<file path="config.mk">
export PLATFORM = sky130hd
export DESIGN_NAME = alu_div8
export DESIGN_NICKNAME = d
export VERILOG_FILES = /design/src/rtl/alu_div8_pkg.sv /design/src/rtl/alu_div8_sub_step.sv /design/src/rtl/alu_div8.sv
export SDC_FILE = /design/constraint.sdc
export NUM_CORES = 1
export LEC_CHECK = 0
export CAP_MARGIN = 40
export CORE_UTILIZATION = 56
export DETAILED_ROUTE_END_ITERATION = 10
export PLACE_DENSITY_LB_ADDON = 0.3
export SYNTH_ARGS = -nofsm -noshare
export SYNTH_HDL_FRONTEND = slang
export SYNTH_SLANG_ARGS = --single-unit
export TNS_END_PERCENT = 30
</file>
<file path="constraint.sdc">
create_clock -name clk -period 9.3 [get_ports clk]
set_input_delay 0.93 -clock clk [delete_from_list [all_inputs] [get_ports clk]]
set_output_delay 0.93 -clock clk [all_outputs]
set_load 0.005 [all_outputs]
</file>
<file path="src/rtl/alu_div8_pkg.sv">
// Shared ALU definitions for the sequential divider: datapath width,
// divider FSM state encoding and the divide-by-zero quotient constant.
package alu_div8_pkg;

  localparam int ALU_W = 8;

  typedef enum logic [1:0] {
    DIV_IDLE = 2'd0,
    DIV_RUN  = 2'd1,
    DIV_DONE = 2'd2
  } div_state_t;

  // Quotient reported when the divisor is zero (all ones at ALU width).
  localparam logic [ALU_W-1:0] DIV0_Q = {ALU_W{1'b1}};

endpackage : alu_div8_pkg

</file>
<file path="src/rtl/alu_div8_sub_step.sv">
// One restoring-division step: trial subtract of the divisor from the
// shifted partial remainder, using an XOR-inverted-B ripple adder with
// carry-in 1. The remainder is restored when the subtract borrows.
module div_sub_step
  import alu_div8_pkg::*;
#(
  parameter int WIDTH = ALU_W
) (
  input  logic [WIDTH:0]   rs,
  input  logic [WIDTH-1:0] d,
  output logic [WIDTH-1:0] r_next,
  output logic             q_bit
);

  logic [WIDTH:0] b_inv;
  logic [WIDTH:0] carry;
  logic [WIDTH:0] t;

  // Ripple subtract rs - {0,d} and pick trial or restored remainder.
  // NOTE: combinational blocks use blocking '=' so each carry is visible to
  // the next bit within the same evaluation; every output gets a default first
  // so no latch can be inferred.
  always_comb begin
    b_inv    = {1'b0, d} ^ {(WIDTH + 1){1'b1}};
    carry    = '0;
    carry[0] = 1'b1;
    for (int i = 0; i < WIDTH; i++) begin
      carry[i+1] = (rs[i] & b_inv[i]) | (carry[i] & (rs[i] ^ b_inv[i]));
    end
    t = '0;
    for (int i = 0; i <= WIDTH; i++) begin
      t[i] = rs[i] ^ b_inv[i] ^ carry[i];
    end
    // Top sum bit set means rs < d (borrow), so the quotient bit is 0.
    q_bit  = ~t[WIDTH];
    r_next = q_bit ? t[WIDTH-1:0] : rs[WIDTH-1:0];
  end

endmodule : div_sub_step

</file>
<file path="src/rtl/alu_div8.sv">
// Sequential unsigned restoring divider for the 8-bit ALU. One quotient bit
// per cycle, start/done handshake, results held until the next completion.
module alu_div8
  import alu_div8_pkg::*;
#(
  parameter int WIDTH = ALU_W
) (
  input  logic             clk,
  input  logic             rst_n,
  input  logic             start,
  input  logic [WIDTH-1:0] dividend,
  input  logic [WIDTH-1:0] divisor,
  output logic             busy,
  output logic             done,
  output logic [WIDTH-1:0] quotient,
  output logic [WIDTH-1:0] remainder,
  output logic             div_by_zero
);

  localparam int CNT_W = (WIDTH > 1) ? $clog2(WIDTH) : 1;
  localparam logic [CNT_W-1:0] LAST_STEP = CNT_W'(WIDTH - 1);
  localparam logic [WIDTH-1:0] ZERO_DIV_Q = {WIDTH{1'b1}};

  div_state_t       state;
  logic [WIDTH-1:0] r_q;
  logic [WIDTH-1:0] q_q;
  logic [WIDTH-1:0] d_q;
  logic [CNT_W-1:0] count;

  logic [WIDTH:0]   rs;
  logic [WIDTH-1:0] r_next;
  logic [WIDTH-1:0] q_next;
  logic             q_bit;

  // Shift the next dividend bit into the partial remainder.
  assign rs     = {r_q, q_q[WIDTH-1]};
  assign q_next = {q_q[WIDTH-2:0], q_bit};

  div_sub_step #(
    .WIDTH (WIDTH)
  ) u_step (
    .rs     (rs),
    .d      (d_q),
    .r_next (r_next),
    .q_bit  (q_bit)
  );

  // Divider FSM with step counter, working registers and registered outputs.
  // NOTE: sequential state uses non-blocking '<=' so every register samples
  // the pre-edge values, independent of statement order.
  always_ff @(posedge clk) begin
    if (!rst_n) begin
      state       <= DIV_IDLE;
      count       <= '0;
      r_q         <= '0;
      q_q         <= '0;
      d_q         <= '0;
      busy        <= 1'b0;
      done        <= 1'b0;
      quotient    <= '0;
      remainder   <= '0;
      div_by_zero <= 1'b0;
    end else begin
      case (state)
        DIV_IDLE: begin
          busy <= 1'b0;
          done <= 1'b0;
          if (start) begin
            busy <= 1'b1;
            if (divisor != '0) begin
              state <= DIV_RUN;
              q_q   <= dividend;
              r_q   <= '0;
              d_q   <= divisor;
              count <= '0;
            end else begin
              // Zero divisor completes immediately with a flagged result.
              state       <= DIV_DONE;
              done        <= 1'b1;
              quotient    <= ZERO_DIV_Q;
              remainder   <= dividend;
              div_by_zero <= 1'b1;
            end
          end
        end

        DIV_RUN: begin
          r_q   <= r_next;
          q_q   <= q_next;
          count <= count + 1'b1;
          if (count == LAST_STEP) begin
            // Publish the final step's result directly on entry to DONE.
            state       <= DIV_DONE;
            done        <= 1'b1;
            quotient    <= q_next;
            remainder   <= r_next;
            div_by_zero <= 1'b0;
          end
        end

        DIV_DONE: begin
          state <= DIV_IDLE;
          busy  <= 1'b0;
          done  <= 1'b0;
        end

        default: begin
          state <= DIV_IDLE;
          busy  <= 1'b0;
          done  <= 1'b0;
        end
      endcase
    end
  end

endmodule : alu_div8

</file>
==> key figures, run 1 <==
Clocking
  – Post-CTS setup buffer count: 0
  – H-tree Lvls: 2
  – Clock latency on the worst-skew pair: roughly 0.30 ns
  – Cts repair resizes: 0
  – Root Driver: clkbuf_8
  – Clock Sinks: 48
  – Total CTS buffers: 5
  – CTS Buffer Depth: 2
  – Post-CTS Hold Fix Bufs: 0
  – Clk slew on worst S/H paths: 0.09 ns
  – TritonCTS clock tree: built

Routing
  – Via Count: roughly 1900
  – Initial drt markers: approximately 250
  – DRC viols: 0
  – Routed wire per std cell: ~16 um
  – WL final: slightly above 5000 um
  – Routed Antenna Nets: 0
  – Vias per cell: 5.818
  – First-pass DRT Iterations: 4

Setup path
  – Delay-heaviest family, CP: adder cells
  – Critical Path Start Type: flop
  – Critical path class: reg2reg
  – Buffer and inverter count on the worst path: 7
  – Slowest stage delay, CP: ~0.4 ns
  – Worst path cell trace: inv_1, ha_1, inv_1, fa_1, inv_1, fa_1, inv_1, fa_1, inv_1, fa_1, fa_1, fa_1, inv_1, fa_1, xor2_1, buf_4, nand2_1, o211ai_1, a21boi_0
  – Max stage delay cell, worst path: xor2_1
  – Worst EP required: approximately 9.5 ns
  – Most used cell, CP: fa_1
  – WP data arrival: roughly 4.3 ns
  – Crit Path Max Fanout: 10
  – Endpoint type of the worst setup path: flop

Power
  – Worst vdd ir: 0.1154 mV
  – Power per cell area: 170.8 nW/um2
  – Pleak: just over 1 nW

Timing
  – RSZ-0062 raised after global routing: no
  – Post-route clock period utilization: between 40 and 50%
  – Worst Tran Pin Value: between 0.9 and 1 ns
  – Setup-failing EPs final: 0
  – TNS Setup: 0 ns
  – Max Clock Freq: roughly 0.24 GHz
  – Clk_skew: roughly 0.0074 ns
  – Pins Over Slew Limit: 0
  – Slew headroom: a little under two fifths
  – Hold Fails Final Rpt: 0
  – Setup slack after layout: roughly 5.2 ns
  – Tmin final: roughly 4.1 ns

Logic synthesis
  – Compound-cell area share of the yosys netlist: 22.20%
  – Syn_nets: between 200 and 300
  – Yosys Warn Count: 0
  – Simple-gate share of the synthesized area: 16.65%
  – Largest family of logic cells by synthesized area: compound AO/OA/AOI/OAI gates
  – Mapped Area: between 2000 and 2500 um2
  – Multiplexer area fraction after synthesis: around 4%
  – EDFF count, synth: 0
  – Primary FF master, synth: dfxtp_1
  – Adder-Cell Fraction of Synth Area: 7.880%
  – Register area share after synthesis: between 40% and 50%
  – Post-synthesis cell type count: 38
  – Xor and xnor area share after synthesis: 0.7769%
  – Cells after synthesis: ~240
  – Syn avg cell area: approximately 9.6 um2
  – Ys async rst share: 0%
  – Yosys reg bits: 48

Floorplanning
  – Core Region: 3771 um2
  – Die span in y: around 65 um
  – Initial Utilization: between 50% and 60%
  – Die W: 65.45 um
  – Row cnt: 22
  – I/O Pins: 38
  – Die area: 4284 um2

Finish
  – ANT cells: 0
  – Nets: approximately 300
  – Share of post-route cells with drive strength above 1: under 10%
  – Syn-to-layout area delta: 22.48%
  – # fillers: around 290

Global routing
  – GRT Overall Usage: a little over a quarter
  – First-pass GRT wire length: around 8800 um
  – Largest net degree at the start of global routing: between 40 and 50
  – Initial antenna violation count: 0
  – Vias in the first global route: roughly 1800
  – Grt ovf: 0

Hold path
  – Hold Crit Class: reg2reg

Placed design
  – Final HPWL DP: around 3500 um
  – Port Buf Inserts: 37
  – Pre-CTS setup slack: roughly 5.2 ns
  – RePlAce Congestion: between 0.8 and 0.9

Outcome
  – Status: finished clean

Run
  – Max-capacitance violation count: 0
==> flip-flops by register name, indices dropped and copies added (netlist names) <==
register and flops:
q_q 8, busy 1, r_q 8, count 3
div_by_zero 1, quotient 8, done 1, state 2
d_q 8, remainder 8
==> worst min-delay path: stages (launching register included) <==
cell and delay, ns:
dfxtp_1 0.33, nand3_1 0.06, a21boi_0 0.07
==> where the power goes <==
part           switching (mW)  leakage (nW)  total (mW)  internal, mW
sequential            0.00986         0.391       0.226         0.216
clock                  0.0741        0.0548       0.155        0.0811
combinational          0.0514         0.588      0.0907        0.0393
==> cells in the mapped netlist, drive strengths merged (2+ instances only) <==
cell type  instances  area [um2]
nor4               2       12.51
nor2               4       15.01
dfxtp             48       960.9
or4                2       22.52
fa                 7       140.1
nand2b             6       37.54
a21boi             8       60.06
nor2b             13       81.33
buf                5       46.29
a21oi              5       25.02
nor3               3       20.02
nand2             29       108.9
o21a               9       67.56
clkbuf            10       37.54
and3               2       12.51
inv               13       48.80
o31a               3       26.28
nand3              7       35.03
mux2i              9       90.09
o211ai             5       37.54
a31oi             13       81.33
o21ai             14       81.33
ha                 3       37.54
o221a              8       90.09
==> worst paths after layout <==
| check | startpoint | endpoint | slack (ns) | cells after the start |
|---|---|---|---|---|
| min | count[1] | count[1] | 0.50 | 2 |
| max | q_q[7] | r_q[4] | 5.17 | 19 |
| max reg2reg | q_q[7] | r_q[4] | 5.17 | 19 |
| min reg2reg | count[1] | count[1] | 0.50 | 2 |
==> layer usage <==
layer / up-vias / global-route usage (%) / share of wire (%)
li1: 895 / - / -
met1: 887 / 37.47 / 45
met2: 66 / 42.65 / 49
met3: 8 / 6.250 / 4.8
met4: 0 / 7.609 / 1.4
met5: - / 0 / 0
==> cell families (layout without fill, tap and decap cells) <==
| family | count (synthesis) | after routing |
|---|---|---|
| compound gates | 67 | 67 |
| xor+xnor | 2 | 2 |
| fa+ha+maj | 10 | 10 |
| buf+inv | 28 | 63 |
| flops | 48 | 48 |
| mux | 9 | 9 |
| simple gates | 72 | 72 |
==> layout make-up <==
cell class / count / area (um2) / area share, %
Multi-Input combinational cell: 160 / 1161 / 42.05
Sequential cell: 48 / 960.9 / 34.80
Timing Repair Buffer: 42 / 415.4 / 15.04
Clock buffer: 5 / 68.82 / 2.492
Tap cell: 48 / 60.06 / 2.175
Inverter: 13 / 48.80 / 1.767
Clock inverter: 3 / 46.29 / 1.676
==> layout by cell type, fill, tap and decap left out, types with 2 or more instances in the layout <==
cell,synthesis,layout
clkbuf_8,0,5
a21oi_1,5,5
and3_1,2,2
nand2_1,29,29
nand3_1,7,7
o221a_2,8,8
clkdlybuf4s50_1,0,37
buf_4,1,4
or4_4,2,2
o21ai_1,2,2
mux2i_1,9,9
o211ai_1,5,5
o31a_1,3,3
nor4_1,2,2
nor2_1,4,4
fa_1,7,7
dfxtp_1,48,48
o21a_1,9,9
nand2b_1,6,6
a31oi_1,13,13
ha_1,3,3
inv_1,13,13
nor3_1,2,2
a21boi_0,7,7
nor2b_1,13,13
o21ai_0,11,11
==> metrics by stage <==
stage          power, mW  util, %  instance area (um2)  instances  hold slack [ns]
2_1_floorplan     0.2879        -                 2255        236           0.4582
3_3_place_gp      0.3114    69.18                 2609        307           0.4647
3_5_place_dp      0.3194    70.17                 2646        311           0.4841
4_1_cts           0.4724    73.23                 2761        319           0.4997
5_1_grt           0.4967    73.23                 2761        319           0.5219
6_report          0.4717    73.23                 2761        319           0.4963
Power figures use the tool's default switching activity.
==> run 2, diff against run 1 <==
--- a/config.mk
+++ b/config.mk
@@ -6,7 +6,7 @@
 export NUM_CORES = 1
 export LEC_CHECK = 0
 export CAP_MARGIN = 40
-export CORE_UTILIZATION = 56
+export CORE_UTILIZATION = 52
 export DETAILED_ROUTE_END_ITERATION = 10
 export PLACE_DENSITY_LB_ADDON = 0.3
 export SYNTH_ARGS = -nofsm -noshare
==> constraint.sdc (replaced) <==
create_clock -name clk -period 3.9 [get_ports clk]
set_input_delay 0.39 -clock clk [delete_from_list [all_inputs] [get_ports clk]]
set_output_delay 0.39 -clock clk [all_outputs]
set_load 0.005 [all_outputs]
==> key figures, run 2 (same netlist as run 1, synthesis figures left out) <==
Setup path
  – Critical path class: reg2reg
  – Max stage delay cell, worst path: fa_2
  – Most used cell, CP: inv_1
  – Worst path cell trace: inv_1, ha_1, inv_1, fa_1, inv_1, fa_1, inv_1, fa_1, inv_1, fa_2, fa_2, fa_2, inv_2, fa_2, xor2_2, buf_4, nand2_1, o211ai_1, a21boi_0
  – Critical Path Start Type: flop
  – Slowest stage delay, CP: 0.40 ns (about the same)
  – Endpoint type of the worst setup path: flop
  – Worst EP required: 4.07 ns (-5.40 ns)
  – Delay-heaviest family, CP: adder cells
  – Crit Path Max Fanout: 7 (-3)
  – WP data arrival: 3.87 ns (-0.43 ns)
  – Buffer and inverter count on the worst path: 7 (unchanged)

Timing
  – Pins Over Slew Limit: 0 (unchanged)
  – Slew headroom: 41.33% (+4.2 points)
  – Hold Fails Final Rpt: 0 (unchanged)
  – Worst Tran Pin Value: 0.8800 ns (-0.06357 ns)
  – TNS Setup: 0 ns (unchanged)
  – RSZ-0062 raised after global routing: yes
  – Setup-failing EPs final: 0 (unchanged)
  – Post-route clock period utilization: 94.96% (+51 points)
  – Tmin final: 3.703 ns (-0.4268 ns)
  – Max Clock Freq: 0.2700 GHz (+12%)
  – Clk_skew: 0.003608 ns (-0.003754 ns)

Finish
  – Finished Core Util: 69.35% (-3.9 points)
  – Nets: 302 (+1.0%)
  – Post-route cell area: 2834 um2 (+2.6%)
  – Most common cell after layout, fill and taps aside: dfxtp_1
  – Share of post-route cells with drive strength above 1: 13.14% (+3.2 points)
  – Syn-to-layout area delta: 25.69%
  – Commonest non-fill, non-tap cells in the layout: dfxtp_1, clkdlybuf4s50_1, nand2_1
  – Final Non-Filler Cells: 324 (+1.6%)
  – ANT cells: 0 (unchanged)

Floorplanning
  – I/O Pins: 38 (unchanged)
  – Row cnt: 23 (+4.5%)
  – Initial Utilization: 55.17% (-4.6 points)
  – Core Region: 4086 um2 (+8.4%)
  – Die area: 4603 um2 (+7.5%)
  – Die span in y: 67.85 um (+3.7%)
  – Die W: 67.85 um (+3.7%)

Power
  – Pleak: 1.060 nW (+2.5%)
  – Power per cell area: 401.9 nW/um2 (+140%)
  – Pint: 820.7 uW (+140%)
  – Switching share of power: 27.94% (-0.76 points)
  – Switch Pwr: 318.2 uW (+140%)
  – Worst vdd ir: 0.2364 mV (+100%)
  – Clk network pwr share: 31.0% (-1.9 points)
  – Combinational Power Share: 21.6% (+2.4 points)
  – Flop pwr share: 47.4% (-0.5 points)

Routing
  – Initial drt markers: 201 (-21%)
  – Via Count: 1860 (+0.22%)
  – Routed wire per std cell: 16.08 um (about the same)
  – WL final: 5210 um (+1.5%)
  – First-pass DRT Iterations: 4 (unchanged)
  – Vias per cell: 5.741 (-1.3%)
  – DRC viols: 0 (unchanged)
  – Routed Antenna Nets: 0 (unchanged)

Clocking
  – Clock Sinks: 48 (unchanged)
  – Clock latency on the worst-skew pair: 0.30 ns (about the same)
  – Clk slew on worst S/H paths: 0.09 ns (about the same)
  – Root Driver: clkbuf_8
  – H-tree Lvls: 2 (unchanged)
  – TritonCTS clock tree: built
  – Total CTS buffers: 5 (unchanged)
  – CTS Buffer Depth: 2 (unchanged)

Global routing
  – Largest net degree at the start of global routing: 28 (-43%)
  – Grt ovf: 0 (unchanged)
  – Initial antenna violation count: 0 (unchanged)
  – Vias in the first global route: 1785 (-0.78%)
  – First-pass GRT wire length: 8307 um (-5.4%)
  – GRT Overall Usage: 24.51% (-2.7 points)

Run
  – Max-capacitance violation count: 0 (unchanged)

Placed design
  – Port Buf Inserts: 37 (unchanged)
  – Placed cell area: 2681 um2 (+1.3%)
  – Final HPWL DP: 3643 um (+2.7%)
  – Post-Place Cells: 313 (+0.64%)
  – RePlAce Congestion: 0.8267 (-5.9%)

Outcome
  – Status: finished clean

Hold path
  – Hold Crit Class: reg2reg
run 2: power by group through the flow:
| stage | clock, mW | sequential [mW] | combinational, mW |
|---|---|---|---|
| after floorplan | 0 | 0.541 | 0.146 |
| after global placement | 0 | 0.549 | 0.201 |
| after detailed placement | 0 | 0.549 | 0.218 |
| after CTS | 0.356 | 0.538 | 0.219 |
| after global routing | 0.374 | 0.543 | 0.276 |
| final | 0.353 | 0.540 | 0.246 |
run 2: layout make-up:
| cell class | count | area [um2] |
|---|---|---|
| Sequential cell | 48 | 962.2 |
| Clock buffer | 6 | 72.57 |
| Multi-Input combinational cell | 160 | 1179 |
| Timing Repair Buffer | 45 | 474.2 |
| Inverter | 13 | 48.80 |
| Clock inverter | 2 | 35.03 |
| Fill cell | 342 | 1252 |
| Tap cell | 50 | 62.56 |
run 2: path summary, 6_finish.rpt:
check | from | end | slack (ns) | depth (start not counted)
max | q_q[7] | r_q[2] | 0.20 | 19
min | count[2] | count[2] | 0.49 | 2
max reg2reg | q_q[7] | r_q[2] | 0.20 | 19
min reg2reg | count[2] | count[2] | 0.49 | 2
run 2: stage by stage:
stage	total power, mW	setup WS, ns	hold slack, ns
floorplan	0.6866	0.1350	0.4582
global placement	0.7492	0.2421	0.4692
detailed placement	0.7668	0.08235	0.4798
CTS	1.113	0.06037	0.4920
global route	1.193	-0.02634	0.5076
finish	1.139	0.1967	0.4885
run 2: tightest hold or removal path: cells and delay by family (launching register included):
kind	cells	cell delay, ns
flip-flops	1	0.32
AO/OA/AOI/OAI	1	0.07
AND/OR/NAND/NOR	1	0.06
run 2: layer usage:
metal	GRT usage [%]	wire (um)	vias to the layer above
li1	-	-	906
met1	32.08	2391	894
met2	39.98	2463	49
met3	4.833	259	11
met4	8.854	95	0
met5	0	0	-
run 2: timing repair:
item / in CTS / in global routing
hold buffers: 0 / 0
endpoints found under the setup margin: 0 / 16
gates resized for setup: 0 / 9
setup buffers: 0 / 1
